`src/rtl/fixed_linear_bias_add.sv`:
```
// fixed_linear_bias_add
// Two-stage pipelined bias add for fixed-point matmul results.
//   stage 1: sum = data_in + (bias aligned to the data_in fraction point)
//   stage 2: requantise to the output fraction point (floor) and narrow
// A beat counter tags every BIAS_DEPTH-th accepted beat as the last beat of
// an output row; the tag travels with the data.
// Optional build macro: FIXED_LINEAR_BIAS_ADD_SATURATE_EN
//   defined   -> narrowing clamps to the signed output range
//   undefined -> narrowing keeps the low output bits (two's-complement wrap)

module fixed_linear_bias_add #(
  parameter int DATA_IN_0_PRECISION_0  = 32,
  parameter int DATA_IN_0_PRECISION_1  = 8,
  parameter int BIAS_PRECISION_0       = 16,
  parameter int BIAS_PRECISION_1       = 3,
  parameter int DATA_OUT_0_PRECISION_0 = 16,
  parameter int DATA_OUT_0_PRECISION_1 = 3,
  parameter int PARALLELISM            = 1,
  parameter int BIAS_DEPTH             = 32
) (
  input  logic                                              clk,
  input  logic                                              rst,
  input  logic [PARALLELISM*DATA_IN_0_PRECISION_0-1:0]      data_in_0,
  input  logic                                              data_in_0_valid,
  output logic                                              data_in_0_ready,
  input  logic [PARALLELISM*BIAS_PRECISION_0-1:0]           bias,
  input  logic                                              bias_valid,
  output logic                                              bias_ready,
  output logic [PARALLELISM*DATA_OUT_0_PRECISION_0-1:0]     data_out_0,
  output logic                                              data_out_0_valid,
  input  logic                                              data_out_0_ready,
  output logic                                              data_out_0_last
);

  localparam int DIN_W      = DATA_IN_0_PRECISION_0;
  localparam int SUM_W      = DIN_W + 1;
  localparam int BIAS_W     = BIAS_PRECISION_0;
  localparam int DOUT_W     = DATA_OUT_0_PRECISION_0;
  localparam int BIAS_SHIFT = DATA_IN_0_PRECISION_1 - BIAS_PRECISION_1;
  localparam int OUT_SHIFT  = DATA_IN_0_PRECISION_1 - DATA_OUT_0_PRECISION_1;
  localparam int CNT_W      = (BIAS_DEPTH > 1) ? $clog2(BIAS_DEPTH) : 1;
  localparam logic [CNT_W-1:0] CNT_LAST = CNT_W'(BIAS_DEPTH - 1);
`ifdef FIXED_LINEAR_BIAS_ADD_SATURATE_EN
  localparam int HI_W       = SUM_W - DOUT_W + 1;
`endif

  logic                            s1_valid_q, s1_valid_d;
  logic                            s1_last_q,  s1_last_d;
  logic [PARALLELISM*SUM_W-1:0]    s1_sum_q,   s1_sum_d;
  logic                            s2_valid_q, s2_valid_d;
  logic                            s2_last_q,  s2_last_d;
  logic [PARALLELISM*DOUT_W-1:0]   s2_data_q,  s2_data_d;
  logic [CNT_W-1:0]                cnt_q,      cnt_d;

  logic s2_can_load;
  logic s1_can_load;
  logic s1_advance;
  logic accept;

  // Requantise one stage-1 sum: floor shift to the output fraction point, then narrow.
  function automatic logic [DOUT_W-1:0] narrow_lane(input logic signed [SUM_W-1:0] sum);
`ifdef FIXED_LINEAR_BIAS_ADD_SATURATE_EN
    logic signed [SUM_W-1:0] shifted;
    logic [HI_W-1:0]         hi;
    shifted = sum >>> OUT_SHIFT;
    hi      = shifted[SUM_W-1:DOUT_W-1];
    // In range only when every bit above the output sign bit matches it.
    if ((&hi) || !(|hi)) begin
      return shifted[DOUT_W-1:0];
    end else if (shifted[SUM_W-1]) begin
      return {1'b1, {(DOUT_W-1){1'b0}}};
    end else begin
      return {1'b0, {(DOUT_W-1){1'b1}}};
    end
`else
    return DOUT_W'(sum >>> OUT_SHIFT);
`endif
  endfunction

  // Handshake: a stage loads when empty or when its successor takes its beat this cycle.
  // Each input ready also requires the other stream's valid so neither is consumed alone.
  assign s2_can_load     = !s2_valid_q || data_out_0_ready;
  assign s1_can_load     = !s1_valid_q || s2_can_load;
  assign s1_advance      = s1_valid_q && s2_can_load;
  assign accept          = data_in_0_valid && bias_valid && s1_can_load;
  assign data_in_0_ready = s1_can_load && bias_valid;
  assign bias_ready      = s1_can_load && data_in_0_valid;

  // Beat position within the current output row.
  always_comb begin
    cnt_d = cnt_q;
    if (accept) begin
      cnt_d = (cnt_q == CNT_LAST) ? '0 : cnt_q + CNT_W'(1);
    end
  end

  // Stage 1: align the bias to the data_in fraction point and add at one extra bit of width.
  always_comb begin
    s1_valid_d = s1_valid_q;
    s1_last_d  = s1_last_q;
    s1_sum_d   = s1_sum_q;
    if (accept) begin
      s1_valid_d = 1'b1;
      s1_last_d  = (cnt_q == CNT_LAST);
      for (int i = 0; i < PARALLELISM; i++) begin
        s1_sum_d[i*SUM_W +: SUM_W] =
          SUM_W'($signed(data_in_0[i*DIN_W +: DIN_W])) +
          (SUM_W'($signed(bias[i*BIAS_W +: BIAS_W])) <<< BIAS_SHIFT);
      end
    end else if (s1_advance) begin
      s1_valid_d = 1'b0;
    end
  end

  // Stage 2: requantise and narrow; contents hold while the consumer stalls.
  always_comb begin
    s2_valid_d = s2_valid_q;
    s2_last_d  = s2_last_q;
    s2_data_d  = s2_data_q;
    if (s1_advance) begin
      s2_valid_d = 1'b1;
      s2_last_d  = s1_last_q;
      for (int i = 0; i < PARALLELISM; i++) begin
        s2_data_d[i*DOUT_W +: DOUT_W] = narrow_lane(s1_sum_q[i*SUM_W +: SUM_W]);
      end
    end else if (data_out_0_ready) begin
      s2_valid_d = 1'b0;
    end
  end

  // Pipeline and counter registers; reset drops any in-flight beats.
  always_ff @(posedge clk or negedge rst) begin
    if (!rst) begin
      s1_valid_q <= 1'b0;
      s1_last_q  <= 1'b0;
      s1_sum_q   <= '0;
      s2_valid_q <= 1'b0;
      s2_last_q  <= 1'b0;
      s2_data_q  <= '0;
      cnt_q      <= '0;
    end else begin
      s1_valid_q <= s1_valid_d;
      s1_last_q  <= s1_last_d;
      s1_sum_q   <= s1_sum_d;
      s2_valid_q <= s2_valid_d;
      s2_last_q  <= s2_last_d;
      s2_data_q  <= s2_data_d;
      cnt_q      <= cnt_d;
    end
  end

  assign data_out_0       = s2_data_q;
  assign data_out_0_valid = s2_valid_q;
  assign data_out_0_last  = s2_last_q;

endmodule

```
`config.mk`:
```
export PLATFORM = sky130hd
export DESIGN_NAME = fixed_linear_bias_add
export DESIGN_NICKNAME = d
export VERILOG_FILES = /design/src/rtl/fixed_linear_bias_add.sv
export SDC_FILE = /design/constraint.sdc
export NUM_CORES = 1
export LEC_CHECK = 0
export CAP_MARGIN = 10
export CORE_ASPECT_RATIO = 0.9
export CORE_UTILIZATION = 47
export CTS_CLUSTER_DIAMETER = 150
export DETAILED_ROUTE_END_ITERATION = 8
export PLACE_DENSITY = 0.87
export SLEW_MARGIN = 15
export SYNTH_ARGS = -nofsm -noshare
export SYNTH_HDL_FRONTEND = slang
export SYNTH_SLANG_ARGS = --single-unit
export TNS_END_PERCENT = 5
```
`constraint.sdc`:
```
create_clock -name clk -period 2 [get_ports clk]
set_clock_uncertainty 0.2 [all_clocks]
set_input_delay 0.4 -clock clk [delete_from_list [all_inputs] [get_ports clk]]
set_output_delay 0.4 -clock clk [all_outputs]
set_load 0.005 [all_outputs]
```
* Yosys cells after proc, flatten, opt, wreduce, memory -nomap -nowiden
Cells that the tools add are included.
Storage, ports and cells: bits in registers 46, output and inout bits 20
Cells by class: $add $sub $neg 2, eq/ne operators 1, mux-type cells 5, reduce and logical (&&, ||, !) cells 11
Operators by type and width (count):
- $add A21 B21 Y21 | 1
- $add A5 B1 Y5 const B | 1
- $eq A5 B5 Y1 const B | 1
- $logic_and A1 B1 Y1 | 5
- $mux W5 | 1
- $mux W1 | 4
- $reduce_bool A2 Y1 | 2
- $logic_not A1 Y1 | 2
- $logic_or A1 B1 Y1 | 2

* Depth between registers and ports, before layout
Gate-level depths: netlist of the first run.
depth after elaboration 5, gate-level depth with buffers 7, gate-level depth less buffers 7

* Worst setup path before layout of the first run
Ideal clock, no wire load.
path type in2reg, from input data_in_0[5], to register s1_sum_q[13], library setup time 0.136 ns, arrival 1.853 ns, required time 1.664 ns, slack -0.189 ns, stages on the path 7, buffers on the path 0, cell sequence ha_1 fa_1 a21oi_1 o22ai_1 o41a_1 xnor2_1 o21ai_0
Between the ends: word-level cells in the longest chain between the ends 1
RTL lines:
- start: declaration | line 23 | input logic [PARALLELISM*DATA_IN_0_PRECISION_0-1:0] data_in_0,
- $add A21 B21 Y21 | line 107 | SUM_W'($signed(data_in_0[i*DIN_W +: DIN_W])) +
- end signal: assignment | line 144 | s1_sum_q <= s1_sum_d;
- end: declaration | line 49 | logic [PARALLELISM*SUM_W-1:0] s1_sum_q, s1_sum_d;
No other way between the ends. A chain may end at the register's enable or synchronous reset.

* Final worst setup path of the first run
from input bias[1], to register s1_sum_q[13]
Between the ends: word-level cells in the longest chain between the ends 1
RTL lines:
- start: declaration | line 26 | input logic [PARALLELISM*BIAS_PRECISION_0-1:0] bias,
- $add A21 B21 Y21 | line 107
No other way between the ends.

==> impl_metrics.env, run 1 <==
export IMPL_status="finished, violations left"
export IMPL_violations="negative setup slack"
export IMPL_die_h_microns=69.7
export IMPL_synth_compound_area_share_pct=16.6
export IMPL_cts_tree="built"
export IMPL_syn_inst=241
export IMPL_clk_latency_ps=300
export IMPL_worstSetupPathType="input port to register"
export IMPL_synth_flop_cell="dfrtp_1"
export IMPL_drt_wl_total_mm=7.41
export IMPL_overflow=0
export IMPL_syn_nets=312
export IMPL_p_leak_nw=1.84
export IMPL_syn_to_final_growth_pct=60.8
export IMPL_finalSetupTns_ps=-19.5
export IMPL_drive_gt1_share_pct=34.4
export IMPL_worstPathArrival_ps=2000
export IMPL_fillerInstances=269
export IMPL_ys_warn_count=0
export IMPL_synth_top_family_by_area="simple AND/OR/NAND/NOR gates"
export IMPL_power_total_mw=3.22
export IMPL_ys_seq_elements=41
export IMPL_dr_total_vias=2402
export IMPL_clk_transition_reported_paths_ps=80
export IMPL_yosys_area_share_xor_xnor_pct=2.92
export IMPL_cp_required_ps=1980
export IMPL_hold_viol=0
export IMPL_synthAdderAreaFrac_pct=9.71
export IMPL_drt_initial_drc_count=183
export IMPL_startpoint="bias[1]"
export IMPL_dieArea_sq_um=5390
export IMPL_die_width_microns=77.3
export IMPL_power_share_clock_pct=24.9
export IMPL_core_area_sq_um=4860
export IMPL_ys_seq_area_share_pct=42.8
export IMPL_min_period_over_period_pct=101
export IMPL_min_period_ps=2020
export IMPL_place_port_buffers=56
export IMPL_worstSetupEndpoint="s1_sum_q[13]"
export IMPL_cts_buffer_depth=2
export IMPL_power_density_nw_per_um2=836
export IMPL_hpwlAfterDp_mm=4.52
export IMPL_clock_root_buffer="clkbuf_8"
export IMPL_synth_common_cells="dfrtp_1 (41), nand2_1 (37), mux2_2 (18), o21ai_0 (18), ha_1 (17)"
export IMPL_reg2reg_to="s1_sum_q[14]"
export IMPL_worst_slew_pin_slew_ps=593
export IMPL_synth_simple_area_share_pct=16.8
export IMPL_rsz0062_at_grt="yes"
export IMPL_fin_ws_ps=-19.5
export IMPL_nNetsFinal=416
export IMPL_cts_buffers=5
export IMPL_postRouteAntennaNets=0
export IMPL_min_from="bias[0]"
export IMPL_io_pins=73
export IMPL_cts_sinks=41
export IMPL_htree_levels=2
export IMPL_antenna_found_initial=0
export IMPL_yosysUniqueCellTypes=47
export IMPL_reg2reg_from="s1_valid_q"
export IMPL_crit_path_start_kind="input port"
export IMPL_synth_mux_area_share_pct=8.46
export IMPL_r2r_cells=9
export IMPL_diodes=0
export IMPL_pwr_share_seq_pct=37.8
export IMPL_max_cap_violations=0
export IMPL_rows=24
export IMPL_switching_power_mw=0.945
export IMPL_p_sw_share_pct=29.3
export IMPL_peakVddDrop_mv=0.455
export IMPL_start_util_pct=49.3
export IMPL_maxSlewViolCount=0
export IMPL_synth_area_top_cells="dfrtp_1 (43%), ha_1 (8.9%), mux2_2 (8.5%)"
export IMPL_synthArstFlopShare_pct=100
export IMPL_drc=0
export IMPL_synthesis_area_sq_um=2400
export IMPL_synth_avg_cell_area_sq_um=9.94
export IMPL_drtPass1Iterations=4
export IMPL_synth_most_common_cell="dfrtp_1"
export IMPL_grt_pass1_vias=2351
export IMPL_maxSlewHeadroom_pct=60.5
export IMPL_synth_edf_count=0
export IMPL_hp_class="input port to register"
export IMPL_grt_max_degree=25
export IMPL_track_usage_pct=27.0
export IMPL_globalplace_congestion=0.827
export IMPL_vias_per_cell=5.84
export IMPL_routedWlPerCell_microns=18.0
export IMPL_timing_fmax_mhz=495
export IMPL_critical_path_max_fanout=3
export IMPL_reg2reg_slack_ps=150
export IMPL_synth_top_area_cell="dfrtp_1"
export IMPL_endpoint_kind="register"
export IMPL_setup_viol=1
export IMPL_p_int_mw=2.28
export IMPL_combPwrFrac_pct=37.3
export IMPL_grt_pass1_wl_mm=11.3
export IMPL_netlist_area_leader_share_pct=42.8
==> repair_timing <==
item	in CTS	in global routing
hold endpoints to repair	23	0
resized for setup	26	59
endpoints found under the setup margin	14	12
gates cloned	0	0
buffers inserted	6	1
pin swaps	12	30
hold buffers	1	0
==> stage by stage <==
stage	area, sq um	utilization [%]	hold WS (ps)	worst slack, ps	cells
final	3850	79.2	198	-19.5	411
after global routing	3850	79.2	202	-67.5	411
after CTS	3610	74.3	256	-122	410
after detailed placement	3340	68.8	231	-645	395
after global placement	3340	68.8	225	-587	395
after floorplan	2400	-	-95.6	-80.9	241
==> power by group through the flow <==
stage	combinational (mW)	clock (mW)	sequential (mW)
floorplan	0.469	0	1.20
global placement	1.00	0	1.21
detailed placement	1.05	0	1.22
CTS	1.10	0.795	1.21
global route	1.29	0.843	1.25
finish	1.20	0.803	1.22
==> how the worst min path moves through the flow <==
stage	end	slack, ps	cells after the start
after floorplan	cnt_q[0]	-100	0
after global placement	data_out_0[9]	230	1
after detailed placement	data_out_0[9]	230	1
after CTS	s1_sum_q[5]	260	4
after global routing	s1_sum_q[5]	200	4
final	s1_sum_q[5]	200	4
==> layout make-up <==
class	instances	area (sq um)	area share (%)
Multi-Input combinational cell	185	1580	41.0
Tap cell	65	81.3	2.11
Sequential cell	41	1030	26.6
Clock inverter	3	65.1	1.69
Timing Repair Buffer	108	1020	26.4
Inverter	4	15.0	0.390
Clock buffer	5	68.8	1.79
==> sequential cells by signal, indices dropped and copies added, names as in the netlist <==
signal            count
data_out_0_valid      1
cnt_q                 5
s1_last_q             1
data_out_0           16
s1_valid_q            1
data_out_0_last       1
s1_sum_q             16
==> metal layers <==
layer | share of wire (%) | GRT usage [%] | vias up | routed length [microns]
met1 | 39 | 32.8 | 1150 | 2880
met2 | 50 | 46.0 | 134 | 3710
met3 | 5.4 | 5.00 | 38 | 399
li1 | - | - | 1080 | -
met5 | 0 | 0 | - | 0
met4 | 5.6 | 12.8 | 0 | 418
==> cell families (layout without fill, tap and decap cells) <==
| logic type | count (synthesis) | after routing |
|---|---|---|
| XOR/XNOR | 8 | 8 |
| flip-flops | 41 | 41 |
| adder cells (fa/ha/maj) | 18 | 18 |
| buffers and inverters | 15 | 120 |
| multiplexers | 18 | 18 |
| AO/OA/AOI/OAI | 60 | 60 |
| AND/OR/NAND/NOR | 81 | 81 |
==> cell usage in the layout, fill, tap and decap left out, types with 3 or more instances in the layout <==
cell type	count
o21a_1	3
nand2_1	37
o21ai_1	6
dlygate4sd2_1	5
and3_1	3
inv_1	4
a21oi_4	3
ha_4	14
nor2_1	4
nand4_1	3
buf_6	3
clkdlybuf4s50_1	24
dfrtp_1	41
dlymetal6s2s_1	22
clkbuf_8	5
xnor2_1	6
o21ai_0	11
a21oi_2	5
ha_1	3
nand2b_1	4
clkbuf_2	3
a21oi_1	7
nor3_1	6
nand3_1	9
mux2_2	18
buf_4	47
==> worst max-delay path: stages <==
cell and delay (ps):
clkbuf_2 110, buf_4 140, fa_2 380, a21oi_4 190, o22ai_2 90, o41a_1 360, xnor2_1 220, o21ai_1 100
Power figures use the tool's default switching activity.
==> inputs of run 2 (changes only) <==
==> constraint.sdc (replaced) <==
create_clock -name clk -period 2.08 [get_ports clk]
set_clock_uncertainty 0.2 [all_clocks]
set_input_delay 0.416 -clock clk [delete_from_list [all_inputs] [get_ports clk]]
set_output_delay 0.416 -clock clk [all_outputs]
set_load 0.005 [all_outputs]
==> run 2 against run 1 <==
Net effect: the flow still finishes with violations (negative setup slack); combinational power barely moved; critical path depth fell by 1; flip-flop and latch count did not move; count of clock-buffer cells in the layout rose by 2; clock power fell by 33%; design area fell by 0.55%; setup slack got worse by 19 ps; sequential share of layout area rose by 0.15 points; sequential power fell by 4%; die area did not move; utilization fell by 0.44 points; non-clock buffer count rose by 5.
==> impl_metrics.env, run 2 (synthesis gave the netlist of run 1 again) <==
export IMPL_diodes=0
export IMPL_cts_buffers=5
export IMPL_drc=0
export IMPL_worst_slew_pin_slew_ps=550
export IMPL_hpwlAfterDp_mm=4.53
export IMPL_maxSlewHeadroom_pct=63.4
export IMPL_clock_root_buffer="clkbuf_8"
export IMPL_cp_slowest_cell="clkdlybuf4s50_1"
export IMPL_endpoint_kind="register"
export IMPL_core_area_sq_um=4860
export IMPL_die_h_microns=69.7
export IMPL_nNetsFinal=421
export IMPL_dieArea_sq_um=5390
export IMPL_timing_fmax_mhz=472
export IMPL_io_pins=73
export IMPL_dpl_worst_slack_ps=-651
export IMPL_die_width_microns=77.3
export IMPL_power_total_mw=2.89
export IMPL_dr_total_vias=2380
export IMPL_utilization_pct=78.8
export IMPL_grt_pass1_vias=2453
export IMPL_vias_per_cell=5.73
export IMPL_mostFrequentLayoutCells="buf_4 (52), dfrtp_1 (41), clkdlybuf4s50_1 (39)"
export IMPL_crit_path_start_kind="input port"
export IMPL_cp_required_ps=2060
export IMPL_start_util_pct=49.3
export IMPL_worstPathArrival_ps=2100
export IMPL_worstSetupPathType="input port to register"
export IMPL_fillerInstances=287
export IMPL_setup_viol=3
export IMPL_fin_area_sq_um=3830
export IMPL_clk_transition_reported_paths_ps=70
export IMPL_hold_ws_ps=227
export IMPL_drtPass1Iterations=4
export IMPL_violations="negative setup slack"
export IMPL_drt_wl_total_mm=7.37
export IMPL_min_period_ps=2120
export IMPL_cts_buffer_depth=2
export IMPL_syn_to_final_growth_pct=59.9
export IMPL_hold_viol=0
export IMPL_antenna_found_initial=0
export IMPL_cts_tree="built"
export IMPL_htree_levels=2
export IMPL_critical_path_max_fanout=5
export IMPL_drive_gt1_share_pct=36.0
export IMPL_fin_ws_ps=-38.9
export IMPL_clk_latency_ps=300
export IMPL_maxSlewViolCount=0
export IMPL_hp_class="input port to register"
export IMPL_grt_pass1_wl_mm=11.4
export IMPL_routedWlPerCell_microns=17.8
export IMPL_track_usage_pct=27.8
export IMPL_postRouteAntennaNets=0
export IMPL_overflow=0
export IMPL_place_area_sq_um=3370
export IMPL_globalplace_congestion=0.833
export IMPL_min_period_over_period_pct=102
export IMPL_cts_sinks=41
export IMPL_status="finished, violations left"
export IMPL_critPathMaxStageDelay_ps=520
export IMPL_drt_initial_drc_count=172
export IMPL_final_common_cell="buf_4"
export IMPL_rows=24
export IMPL_place_port_buffers=56
export IMPL_path_cells="clkdlybuf4s50_1, ha_4, buf_4, and3_1, a31oi_2, xor2_1, o21ai_1"
export IMPL_power_density_nw_per_um2=754
export IMPL_max_cap_violations=0
export IMPL_grt_max_degree=25
export IMPL_rsz0062_at_grt="yes"
export IMPL_peakVddDrop_mv=0.383
export IMPL_p_leak_nw=1.70
-- run 2: final timing paths --
| path | from | slack, ps | end | depth (start not counted) |
|---|---|---|---|---|
| min in group asynchronous | rst | 430 | data_out_0[9] | 2 |
| setup reg to reg | s1_valid_q | 220 | s1_sum_q[20] | 6 |
| max in group asynchronous | rst | 730 | data_out_0[0] | 3 |
| hold / removal | data_out_0_ready | 230 | data_out_0_valid | 3 |
| hold reg to reg | s1_sum_q[16] | 280 | s1_sum_q[16] | 2 |
| setup / recovery | data_in_0[13] | -40 | s1_sum_q[15] | 7 |
-- run 2: where the power goes --
| group | switching (mW) | internal [mW] | total, mW |
|---|---|---|---|
| logic | 0.479 | 0.705 | 1.18 |
| clock network | 0.274 | 0.263 | 0.537 |
| registers | 0.139 | 1.03 | 1.17 |
-- run 2: cell type report --
class	count	area, sq um	area share, %
Multi-Input combinational cell	185	1630	42.5
Sequential cell	41	1030	26.8
Timing Repair Buffer	113	993	25.9
Clock buffer	7	86.3	2.25
Tap cell	65	81.3	2.12
Inverter	4	15.0	0.392
-- run 2: through the flow --
| stage | setup TNS, ps | cells |
|---|---|---|
| 2_1_floorplan | -18.1 | 241 |
| 3_3_place_gp | -5460 | 400 |
| 3_5_place_dp | -6500 | 400 |
| 4_1_cts | -270 | 411 |
| 5_1_grt | -384 | 415 |
| 6_report | -87.5 | 415 |
-- run 2: layer usage --
layer	share of wire, %	GRT usage, %	vias to the layer above
li1	-	-	1090
met1	38	31.5	1144
met2	53	48.5	116
met3	5.2	5.53	30
met4	4.1	15.7	0
met5	0	0	-
-- run 2: worst max-delay path, delay by kind of cell --
family / cells / cell delay (ps)
xor+xnor: 1 / 250
buf+inv: 2 / 670
compound gates: 2 / 320
fa+ha+maj: 1 / 230
simple gates: 1 / 210
-- run 2: timing repair --
item,4_1_cts,5_1_grt
buffers inserted,3,4
hold buffers,1,0
pin swaps,14,22
hold endpoints to repair,21,0
endpoints found under the setup margin,14,10
resized for setup,36,44
==> inputs of run 3 (changes only) <==
--- a/config.mk
+++ b/config.mk
@@ -10,7 +10,8 @@
 export CORE_UTILIZATION = 47
 export CTS_CLUSTER_DIAMETER = 150
 export DETAILED_ROUTE_END_ITERATION = 8
-export PLACE_DENSITY = 0.87
+export MAX_ROUTING_LAYER = met4
+export PLACE_DENSITY = 0.79
 export SLEW_MARGIN = 15
 export SYNTH_ARGS = -nofsm -noshare
 export SYNTH_HDL_FRONTEND = slang
==> run 3 against run 2 <==
Net effect: the flow still finishes with violations (negative setup slack); setup slack gained 22 ps; total power increased by 6.1%; sequential power is essentially flat; global-route usage decreased by 3.5 points; largest cell class unchanged.
==> impl_metrics.env, run 3 (synthesis gave the netlist of run 1 again) <==
export IMPL_drt_wl_total_mm=6.63
export IMPL_antenna_found_initial=0
export IMPL_hp_class="input port to register"
export IMPL_power_density_nw_per_um2=817
export IMPL_drc=0
export IMPL_dr_total_vias=2304
export IMPL_track_usage_pct=24.2
export IMPL_vias_per_cell=5.66
export IMPL_cp_slowest_cell="clkdlybuf4s50_1"
export IMPL_syn_to_final_growth_pct=56.5
export IMPL_maxSlewHeadroom_pct=65.5
export IMPL_mostFrequentLayoutCells="buf_4 (46), dfrtp_1 (41), clkdlybuf4s50_1 (38)"
export IMPL_cts_sinks=41
export IMPL_min_period_ps=2100
export IMPL_hold_viol=0
export IMPL_hpwlAfterDp_mm=4.19
export IMPL_cts_buffer_depth=2
export IMPL_clk_transition_reported_paths_ps=90
export IMPL_critical_path_max_fanout=5
export IMPL_crit_path_start_kind="input port"
export IMPL_globalplace_congestion=0.895
export IMPL_min_period_over_period_pct=101
export IMPL_nNetsFinal=412
export IMPL_timing_fmax_mhz=477
export IMPL_start_util_pct=49.3
export IMPL_peakVddDrop_mv=0.449
export IMPL_path_buf_inv=2
export IMPL_p_leak_nw=1.71
export IMPL_core_area_sq_um=4860
export IMPL_grt_pass1_vias=2263
export IMPL_drive_gt1_share_pct=33.9
export IMPL_cts_tree="built"
export IMPL_htree_levels=2
export IMPL_overflow=0
export IMPL_critPathMaxStageDelay_ps=460
export IMPL_postRouteAntennaNets=0
export IMPL_rsz0062_at_grt="yes"
export IMPL_numPlacedInstances=395
export IMPL_violations="negative setup slack"
export IMPL_fin_ws_ps=-16.5
export IMPL_status="finished, violations left"
export IMPL_drt_initial_drc_count=145
export IMPL_grt_pass1_wl_mm=10.1
export IMPL_diodes=0
export IMPL_die_h_microns=69.7
export IMPL_drtPass1Iterations=5
export IMPL_clk_latency_ps=300
export IMPL_io_pins=73
export IMPL_worstSetupPathType="input port to register"
export IMPL_routedWlPerCell_microns=16.3
export IMPL_final_common_cell="buf_4"
export IMPL_endpoint_kind="register"
export IMPL_worst_slew_pin_slew_ps=518
export IMPL_dieArea_sq_um=5390
export IMPL_rows=24
export IMPL_maxSlewViolCount=0
export IMPL_grt_max_degree=42
export IMPL_place_port_buffers=56
export IMPL_worstPathArrival_ps=2110
export IMPL_stdcell_count=407
export IMPL_cp_required_ps=2090
export IMPL_die_width_microns=77.3
export IMPL_setup_viol=1
export IMPL_cp_top_family="simple AND/OR/NAND/NOR gates"
export IMPL_finalSetupTns_ps=-16.5
export IMPL_cts_buffers=5
export IMPL_max_cap_violations=0
export IMPL_clock_root_buffer="clkbuf_8"
export IMPL_path_cells="clkdlybuf4s50_1, ha_4, and4_4, buf_4, nand4_1, and3b_1, o31ai_1"
run 3: cell types whose count changed in the layout (fill, tap and decap cells not counted), moves of 2 or more:
cell and delta:
a21oi_4 -2, buf_6 -3, nand3_1 -2, ha_4 -2, ha_1 +2, a21oi_2 +2, buf_2 -2, dlymetal6s2s_1 +6
nand3_2 +2, clkbuf_2 +3, buf_4 -6, bufinv_16 +2, dlygate4sd2_1 -7
run 3: layout make-up:
cell class                 instances  area [sq um]
timing repair buffer             104           933
sequential                        41          1030
tap                               65          81.3
inverter                           4          15.0
fill                             320          1110
clock inverter                     3          68.8
clock buffer                       5          68.8
multi-input combinational        185          1560
run 3: stage by stage:
step	utilization (%)	power, mW	hold slack [ps]	instance area [sq um]	worst slack [ps]
2_1_floorplan	-	1.60	-79.6	2400	-16.9
3_3_place_gp	68.5	2.13	254	3330	-509
3_5_place_dp	68.5	2.17	261	3330	-577
4_1_cts	72.4	2.96	282	3520	-113
5_1_grt	77.1	3.22	279	3750	-82.6
6_report	77.1	3.06	258	3750	-16.5
run 3: path summary, 6_finish.rpt:
kind / endpoint / start / depth (start not counted) / slack [ps]
max in group asynchronous: s1_sum_q[20] / rst / 3 / 800
hold reg to reg: s1_last_q / s1_last_q / 2 / 270
setup / recovery: s1_sum_q[19] / data_in_0[14] / 7 / -20
setup reg to reg: s1_sum_q[20] / data_out_0_valid / 6 / 270
hold / removal: s1_sum_q[5] / bias[0] / 4 / 260
min in group asynchronous: data_out_0[6] / rst / 3 / 510
run 3: what timing repair did:
item,CTS,global route
pin swaps,8,22
buffers inserted,1,2
hold endpoints to repair,14,0
setup endpoints to repair,14,13
hold buffers,1,0
resized for setup,15,54
run 3: report_power, final:
part,switching [mW],internal (mW),leakage (nW)
clock network,0.307,0.483,0.0687
logic,0.436,0.671,1.14
registers,0.142,1.03,0.500
total,0.884,2.18,1.71
run 3: layer usage:
layer / wire length (microns) / part of all wire (%) / track usage, %
met1: 2770 / 42 / 29.3
met2: 3350 / 51 / 41.9
met3: 324 / 4.9 / 3.68
met4: 188 / 2.8 / 6.71
met5: 0 / 0 / -
run 3: tightest hold or removal path, stage by stage:
cell      delay [ps]
clkbuf_2         100
ha_4             120
nand2_1           40
nand2_1           50
==> RTL edit (flow settings as in run 1) <==
Build with the macro `FIXED_LINEAR_BIAS_ADD_SATURATE_EN` defined.
--- a/src/rtl/fixed_linear_bias_add.sv
+++ b/src/rtl/fixed_linear_bias_add.sv
@@ -7,6 +7,8 @@
 // Optional build macro: FIXED_LINEAR_BIAS_ADD_SATURATE_EN
 //   defined   -> narrowing clamps to the signed output range
 //   undefined -> narrowing keeps the low output bits (two's-complement wrap)
+
+`define FIXED_LINEAR_BIAS_ADD_SATURATE_EN
 
 module fixed_linear_bias_add #(
   parameter int DATA_IN_0_PRECISION_0  = 32,
Check against the original RTL: not equivalent (Yosys sat finds a counterexample within 4 cycles, from zero or initial values and one cycle with rst low).
==> RTL edit against run 1 <==
  * Total power up 22%
  * Wire length rose by 74%
  * The flow still finishes with violations (setup timing)
  * Highest routed layer unchanged
  * Non-clock buffer count up 66
  * Synthesized area rose by 56%
  * Sequential cell count up 12
  * Critical path depth unchanged
  * Setup slack lost 0.28 ns
  * Die area increased by 54%
  * Cell area grew 52%
==> RTL edit: results (changes against run 1) <==
Max-slew headroom 0.6155 (was 0.6048); Synth Area in Compound Gates 0.2257 (was 0.1661); Setup WS pre-CTS -1.027 ns (was -0.6448 ns); vias per cell 6.145 (was 5.844); R2R Path Start data_out_0_valid (was s1_valid_q); crit path DAT 2.35 ns (was 2.00 ns); most frequent cells after synthesis nand2_1 (80), dfrtp_1 (53), a21oi_1 (45) (was dfrtp_1 (41), nand2_1 (37), mux2_2 (18), o21ai_0 (18), ha_1 (17)); syn_nets 530 (was 312); Synth area leaders dfrtp_1 (35%), ha_1 (9.7%), nand2_1 (8.0%), a21oi_1 (6.0%), o21ai_0 (4.4%) (was dfrtp_1 (43%), ha_1 (8.9%), mux2_2 (8.5%), nand2_1 (5.8%), o21ai_0 (3.8%)); Nets 688 (was 416); number of global-route vias before repair 4182 (was 2351); fin worst setup slack -0.2960 ns (was -0.01946 ns); slowest cell on the critical path a2111o_1 (was fa_2); Worst VDD drop 0.3665 mV (was 0.4551 mV); r2r endpoint s1_sum_q[29] (was s1_sum_q[14]); GP Congestion 0.9587 (was 0.8270); internal reg-to-reg setup slack 0.05 ns (was 0.15 ns); DP HPWL 8137 um (was 4518 um); leakage 2.531 nW (was 1.843 nW); Post-Synth XOR/XNOR Area 0.03048 (was 0.02924); Worst Reg-to-Reg Cells 7 (was 9); Hold Crit Start data_in_0[5] (was bias[0]); DP Area 0.005141 mm^2 (was 0.003344 mm^2); sequential-to-total area share from yosys stat 0.3550 (was 0.4282); Netlist cell types 59 (was 47); DRT iter0 DRCs 423 (was 183); mux share of post-synthesis cell area 0.01708 (was 0.08460); failing checks setup timing (unchanged); Reg clk slew, reported paths 0.10 ns (was 0.08 ns); first-pass GRT wire length 19840 um (was 11260 um); layout cells sized above 1 0.3597 (was 0.3439); worst-path fanout max 5 (was 3); worst hold endpoint s1_sum_q[5] (unchanged); maximum number of pins on one net before global-route repair 54 (was 25); slowest stage delay, CP 0.54 ns (was 0.38 ns); routed wire length 12900 um (was 7406 um); DR pass1 iterations 5 (was 4); Internal 0.002525 W (was 0.002277 W); Crit. Startpoint data_in_0[9] (was bias[1]); status finished, violations left (unchanged); Setup Viol. Count Final 21 (was 1)
RTL edit: repair_timing:
item / CTS / global route
endpoints found under the setup margin: 26 / 26
setup buffers: 15 / 3
pin swaps: 49 / 25
gates resized for setup: 175 / 43
endpoints found under the hold margin: 53 / 0
hold buffers: 1 / 0
RTL edit: layout make-up:
class | count | area, um^2
clock buffer | 5 | 68.82
tap | 96 | 120.1
sequential | 53 | 1326
clock inverter | 3 | 25.02
fill | 472 | 1745
inverter | 5 | 18.77
timing repair buffer | 174 | 1493
multi-input combinational | 366 | 2823
RTL edit: through the flow:
stage                     cells  utilization  setup TNS (ns)  hold slack (ns)
after floorplan             447            -          -3.140         -0.09559
after global placement      675       0.6747          -19.29           0.2113
after detailed placement    675       0.6747          -20.41           0.2128
after CTS                   699       0.7525          -1.531           0.1925
after global routing        702       0.7709          -3.649           0.2141
final                       702       0.7709          -2.774           0.2192
RTL edit: per-layer routing:
metal	vias up	track usage	routed length, um
met4	0	0.1004	504
met1	2031	0.3922	5117
li1	1959	-	-
met5	-	0	0
met3	62	0.03860	857
met2	262	0.5293	6421
RTL edit: cell families after synthesis:
group           after synthesis
simple gates                183
flops                        53
mux                           6
buf+inv                      28
fa+ha+maj                    30
xor+xnor                     13
compound gates              134
RTL edit: power by group through the flow:
| stage | registers, W | logic [W] | clock network [W] |
|---|---|---|---|
| 6_report | 0.00153 | 0.00176 | 0.000636 |
| 5_1_grt | 0.00155 | 0.00191 | 0.000684 |
| 4_1_cts | 0.00152 | 0.00161 | 0.000627 |
| 3_5_place_dp | 0.00154 | 0.00144 | 0 |
| 3_3_place_gp | 0.00152 | 0.00138 | 0 |
| 2_1_floorplan | 0.00151 | 0.000699 | 0 |
